## config.mk

```make
export PLATFORM = sky130hd
export DESIGN_NAME = down_counter_timer
export DESIGN_NICKNAME = d
export VERILOG_FILES = /design/src/rtl/down_counter_timer.sv
export SDC_FILE = /design/constraint.sdc
export NUM_CORES = 1
export LEC_CHECK = 0
export BUFFER_PORTS_ARGS = -buffer_cell sky130_fd_sc_hd__buf_4
export CORE_AREA = 3 3 40 42
export CTS_CLUSTER_DIAMETER = 150
export CTS_CLUSTER_SIZE = 40
export DETAILED_ROUTE_END_ITERATION = 12
export DIE_AREA = 0 0 43 45
export GPL_ROUTABILITY_DRIVEN = 0
export PLACE_DENSITY = 0.68
export RECOVER_POWER = 50
export SYNTH_ARGS = -nofsm -noshare
export SYNTH_HDL_FRONTEND = slang
export SYNTH_SLANG_ARGS = --single-unit
export TNS_END_PERCENT = 30
```

## constraint.sdc

```tcl
create_clock -name clk -period 1.5 [get_ports clk]
set_clock_uncertainty 0.15 [all_clocks]
set_input_delay 0.3 -clock clk [delete_from_list [all_inputs] [get_ports clk]]
set_output_delay 0.3 -clock clk [all_outputs]
set_load 0.005 [all_outputs]
```

## src/rtl/down_counter_timer.sv

```systemverilog
// Loadable down-counter with terminal-count pulse. A value loaded over
// valid/ready counts down on T; tc fires for one cycle at the terminal edge.
module down_counter_timer #(
  parameter int WIDTH       = 3,
  parameter bit AUTO_RELOAD = 1'b0
) (
  input  logic             clk,
  input  logic             rst_n,
  input  logic             T,
  input  logic             load_valid,
  input  logic [WIDTH-1:0] load_val,
  output logic             load_ready,
  input  logic             abort,
  output logic [WIDTH-1:0] Q,
  output logic             busy,
  output logic             zero,
  output logic             tc
);

  typedef enum logic [1:0] {IDLE, RUN, DONE} state_e;

  localparam logic [WIDTH-1:0] ONE = WIDTH'(1);

  state_e           state_q, state_d;
  logic [WIDTH-1:0] cnt_q, cnt_d;
  logic [WIDTH-1:0] rld_q, rld_d;
  logic             tc_q, tc_d;
  logic             busy_q, ready_q;
  logic             load_acc;

  assign load_acc = load_valid && ready_q;

  // An accepted handshake always wins in IDLE/DONE: once ready was shown, the
  // producer considers the value taken, so abort cannot drop it.
  always_comb begin
    state_d = state_q;
    cnt_d   = cnt_q;
    rld_d   = rld_q;
    tc_d    = 1'b0;
    case (state_q)
      IDLE, DONE: begin
        if (load_acc) begin
          cnt_d = load_val;
          if (load_val != '0) begin
            rld_d   = load_val;
            state_d = RUN;
          end else begin
            state_d = DONE;
          end
        end else if (abort) begin
          state_d = IDLE;
        end
      end
      RUN: begin
        if (abort) begin
          state_d = IDLE;
        end else if (T) begin
          if (cnt_q == ONE) begin
            tc_d = 1'b1;
            if (AUTO_RELOAD) begin
              cnt_d = rld_q;
            end else begin
              cnt_d   = '0;
              state_d = DONE;
            end
          end else begin
            cnt_d = cnt_q - ONE;
          end
        end
      end
      default: state_d = IDLE;
    endcase
  end

  // busy/load_ready are registered decodes of the next state so they line up
  // with Q and tc on the same cycle.
  always_ff @(posedge clk or negedge rst_n) begin
    if (!rst_n) begin
      state_q <= IDLE;
      cnt_q   <= '0;
      rld_q   <= '0;
      tc_q    <= 1'b0;
      busy_q  <= 1'b0;
      ready_q <= 1'b1;
    end else begin
      state_q <= state_d;
      cnt_q   <= cnt_d;
      rld_q   <= rld_d;
      tc_q    <= tc_d;
      busy_q  <= (state_d == RUN);
      ready_q <= (state_d != RUN);
    end
  end

  assign Q          = cnt_q;
  assign busy       = busy_q;
  assign load_ready = ready_q;
  assign tc         = tc_q;
  assign zero       = (cnt_q == '0);

endmodule

```

==> run metrics, run 1 <==
FF/Latch Area 201 µm²; max-slew violations 0; worst-skew pair later-pin latency 260 ps; Clock transition at path regs 60 ps; Leak 0.342 nW; Setup crit start kind register; DIE AREA 1940 µm²; Final min period 1670 ps; WP data arrival 1220 ps; Cells after Synth 40; Crit-path slowest cell dfrtp_1; Fill cells 118; Root Driver clkbuf_4; crit path cell chain inv_2 > buf_6 > ha_4 > and2b_1 > buf_6; maxcap violations 0; Initial Util 0.338; GR Util All Layers 0.131; cell area power density 1840 nW/µm²; core area 1280 µm²; min-delay src load_val[0]; vias per inst 4.92; Slew HR 0.654; final setup margin -169 ps; Slew @ Worst Pin 515 ps; CTS tree built; final worst-path cycle share 1.11; TritonRoute pass-1 iters 4; DRC viols 0; largest cells by area after synthesis dfrtp_1 (40%), ha_1 (8.6%), dfstp_2 (6.1%); initial antenna violation count 0; CP startpoint Q[1]$_DFFE_PN0P_; RR Startpoint Q[1]$_DFFE_PN0P_; largest net degree at the start of global routing 9; Seq/Total Area, Yosys 0.464; crit-path most repeated cell buf_6; final hold violations 0; Final setup viols 5; crit-path leading delay family flip-flops; RSZ-0062 raised after global routing true; CTS H-tree depth 1; final WL 1120 µm; Hold Crit Class in2reg; Avg Synthesized Cell Area 10.9 µm²; initial DRC count 9; Synth Warn # 0; Synth top area share 0.403; Num CTS Buffers 3; PortBufs 14; Tot Pwr 0.00131 W; maximum buffer depth of the clock tree 2; P&R area growth vs syn 64.6%; number of distinct library cells after synthesis 21; Routed Antenna Nets 0; crit path max fanout 2; first-pass GRT wire length 1830 µm; Yosys top cell by area dfrtp_1; vias in the first global route 397; WP data required 1050 ps; post-DR wirelength/cell 13.3 µm; Die Span Y 45 µm; via count 413; Post-Syn Area 434 µm²; syn nets 51; Nets 81; kind of critical path reg2out; Max Freq 599 MHz; Multi-input gate area 248 µm²; Yosys reg bits 8; Buf+Inv Stages, Crit Path 3; CP Capture Type output port; Antenna Cells 0; violated checks setup timing; clock sink count 8; # IOs 15; row count 13; hpwl dp 713 µm; VDD IR max 1.01 mV; chip width 43 µm; Max stage delay on crit path 380 ps; grt total ovfl 0; share of layout cells above drive strength 1 0.522; status finished with violations; pre-CTS setup slack 2.82 ps
## per-layer routing
metal / vias up / GRT usage / wire, µm
met3: 0 / 0.0518 / 75
met2: 14 / 0.207 / 535
met4: 0 / 0.0361 / 0
met1: 195 / 0.170 / 505
met5: - / 0 / 0
li1: 204 / - / -
## registers in the layout, indices dropped and copies added (netlist names)
signal and flops:
load_ready 1, busy 1, Q 3, tc 1, state_q 2
## power by group
group	switching (W)	internal (W)	leakage, nW	total (W)
logic	0.000280	0.000461	0.229	0.000741
registers	0.0000869	0.000309	0.0979	0.000396
clock network	0.0000761	0.000102	0.0150	0.000178
## cells in the final DEF (no fill, tap or decap), drive strengths merged
cell type    count
dfstp            1
nand3            2
nor3             1
a2111o           1
nand2            2
nand2b           2
inv              4
and2             2
nor2b            1
and2b            1
o221a            2
nor2             2
clkbuf           5
and4bb           1
o221ai           1
o31ai            2
o31a             1
nand3b           2
o21ai            2
ha               3
buf             23
dfrtp            7
dlygate4sd3      1
## synthesized netlist by cell type
| cell type | count |
|---|---|
| dfrtp_1 | 7 |
| inv_1 | 4 |
| ha_1 | 3 |
| nand2_1 | 2 |
| nand2b_1 | 2 |
| nand3_1 | 2 |
| nand3b_1 | 2 |
| nor2_1 | 2 |
| o21ai_0 | 2 |
| o221a_2 | 2 |
| o31ai_1 | 2 |
| a2111o_1 | 1 |
| and2_1 | 1 |
| and2_2 | 1 |
| and2b_1 | 1 |
| and4bb_4 | 1 |
| dfstp_2 | 1 |
| nor2b_2 | 1 |
| nor3_1 | 1 |
| o221ai_1 | 1 |
| o31a_1 | 1 |
## per-stage QoR
stage / instance area [µm²] / hold WS, ps / setup TNS [ps] / cells / util
detailed placement: 581 / -26.3 / 0 / 72 / 0.452
global route: 714 / 190 / -731 / 84 / 0.556
floorplan: 434 / -146 / 0 / 40 / -
CTS: 696 / 182 / -389 / 82 / 0.541
finish: 714 / 192 / -480 / 84 / 0.556
global placement: 581 / -25.2 / 0 / 72 / 0.452
## repair_timing
action / in CTS / in global routing
buffers inserted: 5 / 2
endpoints found under the setup margin: 2 / 6
resized for setup: 10 / 2
pin swaps: 2 / 2
hold endpoints to repair: 8 / 0
hold buffers: 1 / 0
## kinds of logic after synthesis
logic type                 synth area share
and+or+nand+nor                       0.239
buffers and inverters                0.0346
DFF                                   0.464
adders and majority gates            0.0865
AOI/OAI and AO/OA                     0.176
## worst paths after layout
path | slack [ps] | end | cells after the start
max in group asynchronous | 500 | load_ready$_DFF_PN1_ | 2
max reg2reg | -90 | load_ready$_DFF_PN1_ | 6
min in group asynchronous | 340 | Q[0]$_DFFE_PN0P_ | 2
min reg2reg | 410 | state_q[1]$_DFF_PN0_ | 2
min | 190 | Q[0]$_DFFE_PN0P_ | 2
max | -170 | zero | 5
## cell type report
type,count,area share
timing repair buffer,25,0.287
inverter,4,0.0210
sequential,8,0.282
multi-input combinational,28,0.347
tap,15,0.0263
clock buffer,4,0.0368
No activity file was read; power rests on OpenSTA's default activity.
==> inputs of run 2 (changes only) <==
PLACE_DENSITY = 0.59   (was 0.68)
==> run 2 against run 1 <==
  * The run still ends with setup timing left
  * Worst setup slack better by 35 ps
  * Power down 8.7%
  * Count of clock-buffer cells in the layout unchanged
  * Core utilization down 2.5 points
==> run metrics, run 2 (synthesis gave the netlist of run 1 again) <==
initial DRC count 9 (unchanged); crit path max fanout 2 (unchanged); Slew HR 0.715 (+0.0612); Antenna Cells 0 (unchanged); Num CTS Buffers 3 (unchanged); most common library cell in the layout ignoring fill and taps buf_4; VDD IR max 0.612 mV (-39%); maxcap violations 0 (unchanged); reg-to-reg endpoint load_ready$_DFF_PN1_; Area after DPL 596 µm² (+2.6%); CP Capture Type output port; DRC viols 0 (unchanged); Final min period 1630 ps (-34.8 ps); Nets 78 (-3.7%); Crit-path slowest cell dfrtp_1; Clock transition at path regs 60 ps (about the same); flop2flop setup slack -70 ps (+20 ps); cell area power density 1760 nW/µm² (-4.4%); via count 383 (-7.3%); maximum buffer depth of the clock tree 2 (unchanged); CTS H-tree depth 1 (unchanged); worst-skew pair later-pin latency 250 ps (about the same); PortBufs 14 (unchanged); chip width 43 µm (unchanged); CTS tree built; Slew @ Worst Pin 427 ps (-87.8 ps); kind of critical path reg2out; final hold violations 0 (unchanged); initial antenna violation count 0 (unchanged); GR Util All Layers 0.108 (-0.0232); Tot Pwr 0.00120 W (-8.7%); Setup crit start kind register; crit-path leading delay family flip-flops; WP data required 1050 ps (about the same); post-DR wirelength/cell 12.6 µm (-5.5%); hpwl dp 745 µm (+4.6%); Max stage delay on crit path 370 ps (about the same); clock sink count 8 (unchanged); final WL 1020 µm (-8.9%); grt total ovfl 0 (unchanged); setup_tns -346 ps (+134 ps); P&R area growth vs syn 57.1%; status finished with violations; most frequent cells in the layout buf_4 (17), dfrtp_1 (7), inv_1 (3), clkbuf_4 (3), buf_6 (3); min-delay src load_val[1]; Worst Hold Path EP Q[1]$_DFFE_PN0P_; # IOs 15 (unchanged); first-pass GRT wire length 1500 µm (-18%); Buf+Inv Stages, Crit Path 3 (unchanged); violated checks setup timing; max reg flops 3 (unchanged); RSZ-0062 raised after global routing true; row count 13 (unchanged); final worst-path cycle share 1.09 (-0.0232); Initial Util 0.338 (unchanged); Hold Crit Class in2reg; Leak 0.326 nW (-4.6%); final instance area 682 µm² (-4.6%); largest net degree at the start of global routing 9 (unchanged); vias in the first global route 347 (-13%); core area 1280 µm² (unchanged); share of layout cells above drive strength 1 0.515 (-0.00659); Routed Antenna Nets 0 (unchanged); RR Startpoint Q[1]$_DFFE_PN0P_; pre-CTS setup slack 8.96 ps (+6.13 ps); WP data arrival 1180 ps (-40 ps); TritonRoute pass-1 iters 4 (unchanged); crit path cell chain inv_2 > buf_6 > ha_4 > and2b_1 > buf_6; final setup margin -134 ps (+34.8 ps); max-slew violations 0 (unchanged); Max Freq 612 MHz (+2.1%); final core occ 0.531 (-0.0253); hold depth 2 (unchanged); DIE AREA 1940 µm² (unchanged); Root Driver clkbuf_4; Die Span Y 45 µm (unchanged); Reg2Reg Depth 6 (unchanged); vias per inst 4.73 (-3.8%); Final setup viols 5 (unchanged); crit-path most repeated cell buf_6
-- run 2: how the worst max path moves through the flow --
stage	startpoint	endpoint	slack, ps	depth (start not counted)
after floorplan	Q[0]$_DFFE_PN0P_	load_ready$_DFF_PN1_	9	4
after global placement	Q[1]$_DFFE_PN0P_	load_ready$_DFF_PN1_	30	5
after detailed placement	Q[1]$_DFFE_PN0P_	load_ready$_DFF_PN1_	9	5
after CTS	Q[1]$_DFFE_PN0P_	zero	-150	5
after global routing	Q[1]$_DFFE_PN0P_	zero	-190	5
final	Q[1]$_DFFE_PN0P_	zero	-130	5
-- run 2: repair_timing --
item | CTS | global route
hold endpoints to repair | 8 | 0
cloned | 0 | 0
buffers inserted | 2 | 0
gates resized for setup | 7 | 5
setup endpoints to repair | 2 | 7
hold buffers | 1 | 0
-- run 2: layer usage --
layer,track usage,share of wire
met1,0.145,0.48
met2,0.147,0.44
met3,0.0359,0.058
met4,0.0723,0.016
met5,0,0
-- run 2: power by group --
| group | internal (W) | switching (W) | total [W] |
|---|---|---|---|
| clock | 0.000102 | 0.0000802 | 0.000182 |
| combinational | 0.000382 | 0.000245 | 0.000627 |
| sequential | 0.000308 | 0.0000818 | 0.000390 |
| total | 0.000792 | 0.000407 | 0.00120 |
-- run 2: cell type report --
class | count | area, µm²
Fill cell | 116 | 603
Tap cell | 15 | 18.8
Sequential cell | 8 | 201
Multi-Input combinational cell | 28 | 245
Timing Repair Buffer | 22 | 175
Inverter | 4 | 15.0
Clock buffer | 4 | 26.3
-- run 2: per-stage QoR --
step	std cells	hold slack, ps
after global placement	74	-24.2
after CTS	81	186
after detailed placement	74	-25.4
after global routing	81	185
final	81	190
after floorplan	40	-146
==> inputs of run 3 (changes only) <==
ABC_AREA = 1   (was default)
PLACE_DENSITY = 0.65   (was 0.59)
==> run 3 against run 2 <==
  * The flow still finishes with violations (setup timing)
  * Area after synthesis up 16%
  * Non-clock buffer count down 2
  * Cell area up 6.6%
  * Final cell count up 36%
  * Synthesized cell count up 78%
  * Sequential share of layout area down 1.8 points
  * Register-to-register slack better by 150 ps
  * Via count up 34%
==> run metrics, run 3 <==
number of distinct library cells after synthesis 15 (-29%); Setup crit start kind register; CP Capture Type output port; worst-skew pair later-pin latency 260 ps (about the same); Max Freq 653 MHz (+6.7%); GR Util All Layers 0.134 (+0.0262); Slew @ Worst Pin 451 ps (+23.1 ps); Multi-input gate area 279 µm² (+14%); Nets 107 (+37%); Slew HR 0.700 (-0.0154); status finished with violations; Avg Synthesized Cell Area 7.08 µm² (-35%); Cells after Synth 71 (+78%); clock power share 0.126 (-0.026); max-slew violations 0 (unchanged); final worst-path cycle share 1.02 (-0.0686); Die Span Y 45 µm (unchanged); post-DR wirelength/cell 10.9 µm (-13%); clock sink count 8 (unchanged); CTS tree built; VDD IR max 1.09 mV (+78%); share of power burned in registers 0.275 (-0.050); largest cells by area after synthesis dfrtp_1 (35%), nand2_1 (21%), inv_1 (9.0%); DIE AREA 1940 µm² (unchanged); Area after DPL 627 µm² (+5.3%); sw frac 0.427 (+0.0878); P&R area growth vs syn 44.5%; P_int 0.000817 W (+3.1%); Tot Pwr 0.00143 W (+19%); WP data required 1050 ps (about the same); final core occ 0.566 (+0.0351); CTS H-tree depth 1 (unchanged); maxcap violations 0 (unchanged); Leak 0.407 nW (+25%); vias per inst 4.66 (-1.4%); initial antenna violation count 0 (unchanged); hpwl dp 939 µm (+26%); Antenna Cells 0 (unchanged); RSZ-0062 raised after global routing true; # IOs 15 (unchanged); final hold violations 0 (unchanged); PortBufs 14 (unchanged); TritonRoute pass-1 iters 4 (unchanged); count leader, synth nand2_1; chip width 43 µm (unchanged); Synth top area share 0.348 (-0.0552); Clock transition at path regs 60 ps (about the same); Hold Crit Class in2reg; Yosys top cell by area dfrtp_1; Root Driver clkbuf_4; DRC viols 0 (unchanged); share of layout cells above drive strength 1 0.368 (-0.147); setup_tns -30.9 ps (+315 ps); Fill cells 127 (+9.5%); Yosys reg bits 8 (unchanged); Logic pwr share 0.599 (+0.076); Final min period 1530 ps (-103 ps); kind of critical path reg2out; Synth Warn # 0 (unchanged); via count 513 (+34%); crit path max fanout 2 (unchanged); Seq/Total Area, Yosys 0.400 (-0.0635); max reg flops 3 (unchanged); cell area power density 1960 nW/µm² (+12%); most used flip-flop cell after synthesis dfrtp_1; Net Switching 0.000610 W (+50%); largest net degree at the start of global routing 9 (unchanged); final instance area 727 µm² (+6.6%); Post-Syn Area 503 µm² (+16%); core area 1280 µm² (unchanged); row count 13 (unchanged); fraction of registers with async set/reset 1.00 (unchanged); Final setup viols 1 (-4); most common library cell in the layout ignoring fill and taps nand2_1; syn nets 82 (+61%); final WL 1200 µm (+18%); vias in the first global route 466 (+34%); Initial Util 0.391 (+0.0536); Routed Antenna Nets 0 (unchanged); initial DRC count 3 (-6); WP data arrival 1080 ps (-100 ps); maximum buffer depth of the clock tree 2 (unchanged); Num CTS Buffers 3 (unchanged); final setup margin -30.9 ps (+103 ps); most frequent cells in the layout nand2_1 (28), buf_4 (17), inv_1 (9); Commonest cells post-synth nand2_1 (28), inv_1 (12), dfrtp_1 (7); violated checks setup timing; grt total ovfl 0 (unchanged); EDFF count, synth 0 (unchanged); FF/Latch Area 201 µm² (unchanged); first-pass GRT wire length 1920 µm (+28%)
-- run 3: timing repair --
item,in CTS,in global routing
endpoints found under the hold margin,8,0
setup buffers,4,1
gates resized for setup,2,7
hold buffers,1,0
setup endpoints to repair,1,4
cloned,0,0
pin swaps,0,2
-- run 3: power by group through the flow --
stage	Sequential, W	Combinational [W]	Clock (W)
finish	0.000393	0.000855	0.000180
global placement	0.000395	0.000654	0
global route	0.000403	0.000974	0.000194
detailed placement	0.000396	0.000672	0
CTS	0.000386	0.000766	0.000187
floorplan	0.000392	0.000421	0
-- run 3: worst paths after layout --
kind / startpoint / to / slack (ps) / depth (start not counted)
hold / removal: load_val[1] / Q[1]$_DFFE_PN0P_ / 210 / 5
min in group asynchronous: rst_n / Q[1]$_DFFE_PN0P_ / 340 / 2
max in group asynchronous: rst_n / load_ready$_DFF_PN1_ / 510 / 2
setup / recovery: Q[0]$_DFFE_PN0P_ / zero / -30 / 5
setup reg to reg: Q[0]$_DFFE_PN0P_ / Q[2]$_DFFE_PN0P_ / 80 / 10
hold reg to reg: load_ready$_DFF_PN1_ / state_q[1]$_DFF_PN0_ / 470 / 2
-- run 3: cells by family (layout without fill, tap and decap cells) --
| logic type | count (synthesis) | count (layout) | synth area share |
|---|---|---|---|
| adder cells (fa/ha/maj) | 3 | 3 | 0.0746 |
| AO/OA/AOI/OAI | 4 | 4 | 0.0522 |
| buffers and inverters | 14 | 38 | 0.104 |
| flip-flops | 8 | 8 | 0.401 |
| AND/OR/NAND/NOR | 42 | 42 | 0.368 |
-- run 3: layout make-up --
type | instances | share of cell area
sequential | 8 | 0.277
timing repair buffer | 20 | 0.205
tap | 15 | 0.0258
inverter | 14 | 0.0723
multi-input combinational | 49 | 0.384
clock buffer | 4 | 0.0361
-- run 3: worst max-delay path, stage by stage, from the launching register on --
cell and delay [ps]:
dfrtp_1 400, inv_2 80, ha_4 120, inv_2 30, nor2_2 80, buf_4 110
-- run 3: metrics by stage --
stage | setup WS [ps] | cells | hold WS [ps]
finish | -30.9 | 110 | 207
global route | -81.6 | 110 | 218
CTS | -26.1 | 109 | 204
detailed placement | 125 | 100 | -24.3
global placement | 175 | 100 | -26.0
floorplan | 221 | 71 | -146
-- run 3: routing by layer --
layer	part of all wire	track usage	vias to the layer above	routed length, µm
li1	-	-	263	-
met1	0.38	0.149	232	455
met2	0.57	0.246	18	679
met3	0.053	0.0478	0	64
met4	0	0.0361	0	0
met5	0	0	-	0
